==> src/rtl/sprite_pkg.sv <==
// Shared constants for the sprite motion engine: keycodes, motion states and
// wall_hit bit positions.
package sprite_pkg;

  localparam logic [7:0] KEY_A = 8'h04;
  localparam logic [7:0] KEY_D = 8'h07;
  localparam logic [7:0] KEY_S = 8'h16;
  localparam logic [7:0] KEY_W = 8'h1A;

  typedef enum logic [1:0] {
    IDLE  = 2'd0,
    ACCEL = 2'd1,
    COAST = 2'd2
  } state_e;

  localparam int WH_LEFT   = 0;
  localparam int WH_RIGHT  = 1;
  localparam int WH_BOTTOM = 2;
  localparam int WH_TOP    = 3;

  // Opposing keys on one axis cancel to 0.
  function automatic logic signed [1:0] axis_dir(input logic neg, input logic pos);
    logic signed [1:0] d;
    d = 2'sb00;
    if (pos && !neg) d = 2'sb01;
    else if (neg && !pos) d = 2'sb11;
    return d;
  endfunction

endpackage

==> src/rtl/sprite_axis.sv <==
// One axis of sprite motion: velocity ramp/coast/saturate, position update and
// edge clamp or bounce, with a registered one-frame hit pulse per side.
module sprite_axis #(
  parameter int WIDTH     = 10,
  parameter int VW        = 5,
  parameter int MIN       = 0,
  parameter int MAX       = 639,
  parameter int CENTER    = 320,
  parameter int SIZE      = 4,
  parameter int MAX_SPEED = 4,
  parameter int ACCEL     = 1
) (
  input  logic                 clk_i,
  input  logic                 rst_n_i,
  input  logic signed [1:0]    dir_i,
  input  logic                 inertia_en_i,
  input  logic                 bounce_en_i,
  input  logic                 recenter_i,
  output logic [WIDTH-1:0]     pos_o,
  output logic signed [VW-1:0] vel_o,
  output logic signed [VW-1:0] vel_nxt_o,
  output logic                 hit_lo_o,
  output logic                 hit_hi_o
);

  typedef logic signed [VW+1:0]    vext_t;
  typedef logic signed [WIDTH+1:0] pext_t;

  localparam vext_t VMAX  = vext_t'(MAX_SPEED);
  localparam vext_t VSTEP = vext_t'(ACCEL);
  localparam pext_t P_LO  = pext_t'(MIN + SIZE);
  localparam pext_t P_HI  = pext_t'(MAX - SIZE);
  localparam logic [WIDTH-1:0] POS_LO  = WIDTH'(MIN + SIZE);
  localparam logic [WIDTH-1:0] POS_HI  = WIDTH'(MAX - SIZE);
  localparam logic [WIDTH-1:0] POS_CTR = WIDTH'(CENTER);

  logic [WIDTH-1:0]     pos_q, pos_d;
  logic signed [VW-1:0] vel_q, vel_d;
  logic                 hit_lo_q, hit_lo_d;
  logic                 hit_hi_q, hit_hi_d;

  vext_t       v_cur;
  vext_t       v_new;
  logic [VW-1:0] v_mag;
  pext_t       p_new;

  always_comb begin
    v_cur = vext_t'(vel_q);
    v_new = '0;
    if (dir_i == 2'sb01) begin
      v_new = v_cur + VSTEP;
      if (v_new > VMAX) v_new = VMAX;
    end else if (dir_i == 2'sb11) begin
      v_new = v_cur - VSTEP;
      if (v_new < -VMAX) v_new = -VMAX;
    end else if (inertia_en_i) begin
      // Coast toward rest without overshooting zero.
      if (v_cur > VSTEP) v_new = v_cur - VSTEP;
      else if (v_cur < -VSTEP) v_new = v_cur + VSTEP;
      else v_new = '0;
    end

    v_mag = v_new[VW+1] ? -v_new[VW-1:0] : v_new[VW-1:0];
    p_new = $signed({2'b00, pos_q}) + pext_t'(v_new);

    pos_d    = p_new[WIDTH-1:0];
    vel_d    = v_new[VW-1:0];
    hit_lo_d = 1'b0;
    hit_hi_d = 1'b0;

    if (recenter_i) begin
      pos_d = POS_CTR;
      vel_d = '0;
    end else if (p_new < P_LO) begin
      pos_d    = POS_LO;
      hit_lo_d = 1'b1;
      vel_d    = bounce_en_i ? v_mag : '0;
    end else if (p_new > P_HI) begin
      pos_d    = POS_HI;
      hit_hi_d = 1'b1;
      vel_d    = bounce_en_i ? -v_mag : '0;
    end
  end

  always_ff @(posedge clk_i or negedge rst_n_i) begin
    if (!rst_n_i) begin
      pos_q    <= POS_CTR;
      vel_q    <= '0;
      hit_lo_q <= 1'b0;
      hit_hi_q <= 1'b0;
    end else begin
      pos_q    <= pos_d;
      vel_q    <= vel_d;
      hit_lo_q <= hit_lo_d;
      hit_hi_q <= hit_hi_d;
    end
  end

  assign pos_o     = pos_q;
  assign vel_o     = vel_q;
  assign vel_nxt_o = vel_d;
  assign hit_lo_o  = hit_lo_q;
  assign hit_hi_o  = hit_hi_q;

endmodule

==> src/rtl/sprite_motion.sv <==
// Keyboard-driven sprite motion engine: key decode, motion FSM and output
// assembly around two sprite_axis instances, one update per frame.
//   state | meaning
//   IDLE  | at rest, no direction held
//   ACCEL | at least one direction held
//   COAST | no direction held, still moving under inertia or bounce
module sprite_motion
  import sprite_pkg::*;
#(
  parameter int WIDTH     = 10,
  parameter int VW        = 5,
  parameter int X_MIN     = 0,
  parameter int X_MAX     = 639,
  parameter int Y_MIN     = 0,
  parameter int Y_MAX     = 479,
  parameter int X_CENTER  = 320,
  parameter int Y_CENTER  = 240,
  parameter int SIZE      = 4,
  parameter int MAX_SPEED = 4,
  parameter int ACCEL     = 1
) (
  input  logic                 frame_clk,
  input  logic                 Reset_n,
  input  logic [7:0]           keycode0,
  input  logic [7:0]           keycode1,
  input  logic                 inertia_en,
  input  logic                 bounce_en,
  input  logic                 recenter,
  output logic [WIDTH-1:0]     SpriteX,
  output logic [WIDTH-1:0]     SpriteY,
  output logic [WIDTH-1:0]     SpriteS,
  output logic signed [VW-1:0] VelX,
  output logic signed [VW-1:0] VelY,
  output logic                 moving,
  output logic [3:0]           wall_hit
);

  logic key_a, key_d, key_s, key_w;
  logic signed [1:0] dir_x, dir_y;

  assign key_a = (keycode0 == KEY_A) || (keycode1 == KEY_A);
  assign key_d = (keycode0 == KEY_D) || (keycode1 == KEY_D);
  assign key_s = (keycode0 == KEY_S) || (keycode1 == KEY_S);
  assign key_w = (keycode0 == KEY_W) || (keycode1 == KEY_W);

  assign dir_x = axis_dir(key_a, key_d);
  assign dir_y = axis_dir(key_w, key_s);

  logic signed [VW-1:0] vel_nxt_x, vel_nxt_y;
  logic x_hit_lo, x_hit_hi, y_hit_lo, y_hit_hi;

  sprite_axis #(
    .WIDTH(WIDTH), .VW(VW), .MIN(X_MIN), .MAX(X_MAX), .CENTER(X_CENTER),
    .SIZE(SIZE), .MAX_SPEED(MAX_SPEED), .ACCEL(ACCEL)
  ) u_axis_x (
    .clk_i        (frame_clk),
    .rst_n_i      (Reset_n),
    .dir_i        (dir_x),
    .inertia_en_i (inertia_en),
    .bounce_en_i  (bounce_en),
    .recenter_i   (recenter),
    .pos_o        (SpriteX),
    .vel_o        (VelX),
    .vel_nxt_o    (vel_nxt_x),
    .hit_lo_o     (x_hit_lo),
    .hit_hi_o     (x_hit_hi)
  );

  sprite_axis #(
    .WIDTH(WIDTH), .VW(VW), .MIN(Y_MIN), .MAX(Y_MAX), .CENTER(Y_CENTER),
    .SIZE(SIZE), .MAX_SPEED(MAX_SPEED), .ACCEL(ACCEL)
  ) u_axis_y (
    .clk_i        (frame_clk),
    .rst_n_i      (Reset_n),
    .dir_i        (dir_y),
    .inertia_en_i (inertia_en),
    .bounce_en_i  (bounce_en),
    .recenter_i   (recenter),
    .pos_o        (SpriteY),
    .vel_o        (VelY),
    .vel_nxt_o    (vel_nxt_y),
    .hit_lo_o     (y_hit_lo),
    .hit_hi_o     (y_hit_hi)
  );

  state_e state_q, state_d;
  logic   any_dir, any_vel;

  assign any_dir = (dir_x != 2'sb00) || (dir_y != 2'sb00);
  // The FSM looks at the velocities this edge will load, not the current ones.
  assign any_vel = (vel_nxt_x != '0) || (vel_nxt_y != '0);

  always_comb begin
    state_d = state_q;
    if (recenter) begin
      state_d = sprite_pkg::IDLE;
    end else begin
      case (state_q)
        sprite_pkg::IDLE: begin
          if (any_dir) state_d = sprite_pkg::ACCEL;
        end
        sprite_pkg::ACCEL: begin
          if (!any_dir) state_d = any_vel ? sprite_pkg::COAST : sprite_pkg::IDLE;
        end
        sprite_pkg::COAST: begin
          if (any_dir) state_d = sprite_pkg::ACCEL;
          else if (!any_vel) state_d = sprite_pkg::IDLE;
        end
        default: state_d = sprite_pkg::IDLE;
      endcase
    end
  end

  always_ff @(posedge frame_clk or negedge Reset_n) begin
    if (!Reset_n) state_q <= sprite_pkg::IDLE;
    else          state_q <= state_d;
  end

  always_comb begin
    wall_hit            = '0;
    wall_hit[WH_LEFT]   = x_hit_lo;
    wall_hit[WH_RIGHT]  = x_hit_hi;
    wall_hit[WH_BOTTOM] = y_hit_hi;
    wall_hit[WH_TOP]    = y_hit_lo;
  end

  assign moving  = (state_q != sprite_pkg::IDLE);
  assign SpriteS = WIDTH'(SIZE);

endmodule

==> config.mk <==
export PLATFORM = sky130hd
export DESIGN_NAME = sprite_motion
export DESIGN_NICKNAME = d
export VERILOG_FILES = /design/src/rtl/sprite_pkg.sv /design/src/rtl/sprite_axis.sv /design/src/rtl/sprite_motion.sv
export SDC_FILE = /design/constraint.sdc
export NUM_CORES = 1
export LEC_CHECK = 0
export CORE_ASPECT_RATIO = 0.5
export CORE_MARGIN = 2
export CORE_UTILIZATION = 50
export DETAILED_ROUTE_END_ITERATION = 7
export PLACE_DENSITY_LB_ADDON = 0.25
export SLEW_MARGIN = 25
export SYNTH_ARGS = -nofsm -noshare
export SYNTH_HDL_FRONTEND = slang
export SYNTH_SLANG_ARGS = --single-unit
==> constraint.sdc <==
create_clock -name frame_clk -period 7.3 [get_ports frame_clk]
set_input_delay 0.73 -clock frame_clk [delete_from_list [all_inputs] [get_ports frame_clk]]
set_output_delay 0.73 -clock frame_clk [all_outputs]
set_load 0.05 [all_outputs]
# Word level (Yosys, flattened, before mapping)
# Index checks and enable logic that the tools add are counted.
# word_totals
ff_bits	36
latchBits	0
rom_bits	0
out_inout_bits	45
mem_count	0
wordCells	122
ramBits	0
# classes
n_lt_le_gt_ge	12
shifts	0
mux	53
multipliers	0
reduce_logical	21
n_eq_ne	17
bitwise_logic	0
add_sub_neg	10
n_div	0
# op_table
operator	n
$mux W7	14
$mux W10	6
$mux W5	12
$eq A8 B3 Y1 const B	4
$eq A8 B5 Y1 const B	4
$add A11 B7 Y12	2
$lt A12 B4 Y1 const B	2
$mux W2	10
$neg A5 Y5	4
$gt A7 B4 Y1 const B	2
$lt A7 B3 Y1 const B	2
$add A5 B2 Y6 const B	2
$gt A12 B10 Y1 const B	1
$gt A12 B11 Y1 const B	1
$sub A5 B2 Y6 const B	2
$gt A5 B2 Y1 const B	2
$lt A5 B1 Y1 const B	2
$mux W1	10
$reduce_bool A5 Y1	2
$eq A2 B1 Y1 const B	3
$eq A2 B2 Y1 const B	3
$logic_or A1 B1 Y1	6
$ne A3 B3 Y1 const B	2
$pmux W2 S3	1
6 further kinds	14

# Logic depth before layout (Yosys ltp)
# logic_depth
ltp_word	22
ltp_mapped	26
depth_no_buf	25

# By module
# From an unflattened synthesis, not the netlist that was laid out.
# hier_totals
cells_unflattened	578
area_unflattened_um2	4624.4
# modules_own_cells
module	cells_each	area_each_um2	instances
sprite_axis at u_axis_y	261	2153.3	1
sprite_axis at u_axis_x	268	2092.0	1
sprite_motion	49	379.1	1

# Worst setup path after synthesis
# OpenSTA, ideal clock, no wires.
# synth_path
path_type	input port to flip-flop
startpoint	input keycode0[5]
endpoint	register state_q[1]
n_path_buf	1
setup_time_ps	143
path_stages	24
slack_ps	920
arrival_time_ps	6237
cell_sequence	or3_1 or3_1 or3b_2 o31ai_1 inv_1 ha_1 buf_2 or3_1 o21ai_0 o21ai_1 a211oi_4 inv_2 ha_1 a211oi_4 o21bai_2 a221o_1 a31o_1 or4_4 a21o_4 o21a_1 o22ai_2 o2111ai_1 a2111oi_2 a311oi_1
# synth_via
elab_chain_len	22
word_cells_on_any_way	65
# synth_rtl
element	line	source
from (decl)	sprite_motion.sv:24	input logic [7:0] keycode0,
parallel branches: the longest is 22 deep, another holds $add A11 B7 Y12	--	
to (signal assigned)	sprite_motion.sv:115	if (!Reset_n) state_q <= sprite_pkg::IDLE;
to (signal assigned)	sprite_motion.sv:116	else state_q <= state_d;
to (decl)	sprite_motion.sv:86	state_e state_q, state_d;
# Parallel ways; which one is timed is not known. The select of a mux whose other input is x is not followed.
# A chain may end at the register's enable or synchronous reset.

# Final worst setup path
# Ends and elaborated chain as after synthesis.

==> reports/qor.yml <==
sta:
  setup_violations: 0
  finalCritPeriodShare: 0.938
  worst_pin_slew_ns: 0.818
  hold_viol: 0
  layout_setup_ws_ns: 0.449
  relSlewSlack: 0.455
  final.setup.tns_ns: 0
  rsz0062_at_grt: "no"
  min_period_ns: 6.85
  fmax_mhz: 146
  holdWs_ns: 0.509
  drv_slew: 0
  finClkSkew_ns: 0.00287
clocking:
  cts_made_buffers: 5
  ctsHoldBuffers: 0
  cts.clk_slew.worst_paths_ns: 0.05
  cts_buffer_depth: 2
  htree_levels: 2
  cts_tree: "done"
  clock_latency_ns: 0.29
  cts_sinks: 36
  root_buffer: "clkbuf_16"
worst_setup_path:
  reg2regPathDepth: 23
  cp.arrival_ns: 7.00
  rr_startpoint: "u_axis_y.vel_o[0]$_DFF_PN0_"
  required_ns: 7.45
  r2r_end: "state_q[1]$_DFFE_PN0P_"
  critPathLaunchType: "primary input"
  r2r_setup_slack_ns: 0.95
  cp-end-kind: "register"
  path_max_fanout: 9
  critPathKind: "primary input to register"
  crit_start: "keycode0[5]"
die:
  die_h_um: 72.9
  dieArea_um2: 10300
  rows: 25
  start_util: 0.509
  core-area_um2: 9320
  ios: 66
  die_w_um: 142
run:
  drv_cap: 0
pwr:
  leakage_nw: 2.34
  peakVddDrop_uv: 388
  power_density_nw_per_um2: 513
  finalPower_mw: 2.83
yosys:
  synth_common_cells: "nor2_1, inv_1, nand2_1, ha_1"
  ys_warn_count: 0
  yosysUniqueCellTypes: 101
  dominantRegCellSynth: "dfrtp_1"
  seq_area_frac_synth: 0.191
  netlist_instances: 594
  netlist_area_um2: 4750
  synth_area_leaders: "dfrtp_1, ha_1, nor2_1, dfstp_2, inv_1"
  ys_seq_elements: 36
  synth_edf_count: 0
  avgSynthCellArea_um2: 7.99
  synth.largest_area_cell: "dfrtp_1"
  yosysTopAreaCellShare: 0.158
  post-synth-top-count-cell: "nor2_1"
  async_reset_ff_frac: 1.00
detailed_routing:
  drcViolationCount: 0
  drt_iter0_drc: 504
  via_per_inst: 6.25
  ant_nets: 0
  routed_wl_mm: 12.8
  wl_per_cell_um: 16.8
  vias: 4782
  firstDrtPassIters: 5
placed_design:
  dp_slack_ns: 0.181
  placed_area_um2: 5340
  place_inst: 753
  io_buffers: 55
  gp_congestion: 0.895
  post-dp-hpwl_mm: 9.69
layout:
  final_util: 0.593
  nets: 704
  stdcell_count: 765
  fin_area_um2: 5530
  diodes: 0
  multiInputGateArea_um2: 3480
  fillerInstances: 855
  ff_latch_area_um2: 908
  drive_gt1_frac: 0.127
  area.growth.synth_to_final_pct: 16.5
hold_path:
  hp-start: "state_q[0]$_DFFE_PN0P_"
  min_to: "state_q[0]$_DFFE_PN0P_"
  holdPathStages: 1
  hp-class: "register to register"
global_route:
  grt_max_degree: 37
  grt_pass1_wl_mm: 20.6
  grt_remaining_overflow: 0
  grt_pass1_vias: 4162
  grtUsageTotal: 0.248
  grt_antenna_before_repair: 0
status:
  status: "finished clean"
==> how the worst max path moves through the flow <==
stage	endpoint	slack (ns)
final	state_q[1]$_DFFE_PN0P_	0.45
after global routing	state_q[1]$_DFFE_PN0P_	0.003
after CTS	state_q[1]$_DFFE_PN0P_	0.42
after detailed placement	state_q[1]$_DFFE_PN0P_	0.18
after global placement	state_q[1]$_DFFE_PN0P_	0.28
after floorplan	state_q[1]$_DFFE_PN0P_	0.92
==> worst max-delay path: stages <==
cell,delay (ns)
clkdlybuf4s50_1,0.39
or3_1,0.40
or3_1,0.37
or3b_2,0.45
o31ai_1,0.12
inv_1,0.09
ha_1,0.24
buf_4,0.17
inv_1,0.16
nand2_1,0.19
nand2_1,0.13
xnor2_1,0.12
nor2_1,0.39
ha_1,0.33
a211oi_2,0.40
o22ai_1,0.15
a2bb2oi_1,0.14
nor4_1,0.42
nand4_1,0.31
o211ai_4,0.40
o21ai_0,0.14
o21ai_0,0.14
o22ai_1,0.14
a2111oi_2,0.34
a311oi_1,0.13
==> cells by family (layout without fill, tap and decap cells) <==
group / after synthesis / count (layout) / share of synthesized area
buffers and inverters: 84 / 125 / 0.0856
muxes: 2 / 2 / 0.00422
and+or+nand+nor: 205 / 205 / 0.227
DFF: 36 / 36 / 0.191
AOI/OAI and AO/OA: 193 / 193 / 0.321
adders and majority gates: 40 / 40 / 0.109
other: 2 / 11 / 0.00158
xor gates and xnor gates: 32 / 32 / 0.0606
==> flip-flops by register name (all words and copies together), names as in the netlist <==
| name | count |
|---|---|
| u_axis_y.pos_o | 10 |
| u_axis_x.hit_lo_o | 1 |
| u_axis_x.pos_o | 10 |
| u_axis_x.vel_o | 5 |
| u_axis_x.hit_hi_o | 1 |
| u_axis_y.hit_lo_o | 1 |
| state_q | 2 |
| u_axis_y.hit_hi_o | 1 |
| u_axis_y.vel_o | 5 |
==> area by class of cell <==
cell class | count | share of cell area
multi-input combinational | 483 | 0.630
sequential | 36 | 0.164
timing repair buffer | 71 | 0.120
inverter | 46 | 0.0312
tap | 121 | 0.0274
clock buffer | 6 | 0.0251
clock inverter | 2 | 0.00181
==> metal layers <==
layer	routed length [um]	share of wire	up-vias	track usage
met5	0	0	-	0
met4	153	0.012	0	0.0556
met3	1050	0.082	16	0.0453
met2	5180	0.40	214	0.357
met1	6460	0.50	2274	0.383
li1	-	-	2278	-
==> where the power goes <==
| group | switching (mW) | internal (mW) |
|---|---|---|
| sequential | 0.0793 | 0.274 |
| clock | 0.0852 | 0.135 |
| combinational | 1.40 | 0.857 |
| total | 1.57 | 1.27 |
==> timing repair <==
item                       CTS  global route
buffers inserted             0             4
resized for setup            0             2
setup endpoints to repair    0             1
==> placed cells by master, fill, tap and decap left out, types with 8 or more instances in the layout <==
cell type	synthesis	layout
a21oi_1	30	30
nor3_1	9	9
nand2b_1	10	10
nand2_1	41	41
or3_1	8	8
o21ai_0	29	29
a31oi_1	10	10
dfrtp_1	30	30
o211ai_1	8	8
nand3_1	14	14
o21a_1	9	9
ha_1	38	38
inv_1	42	42
conb_1	2	11
xor2_1	14	14
a211oi_1	8	8
buf_4	15	16
xnor2_1	17	16
clkdlybuf4s50_1	0	54
nor2_1	64	64
(Power assumes the default switching activity.)
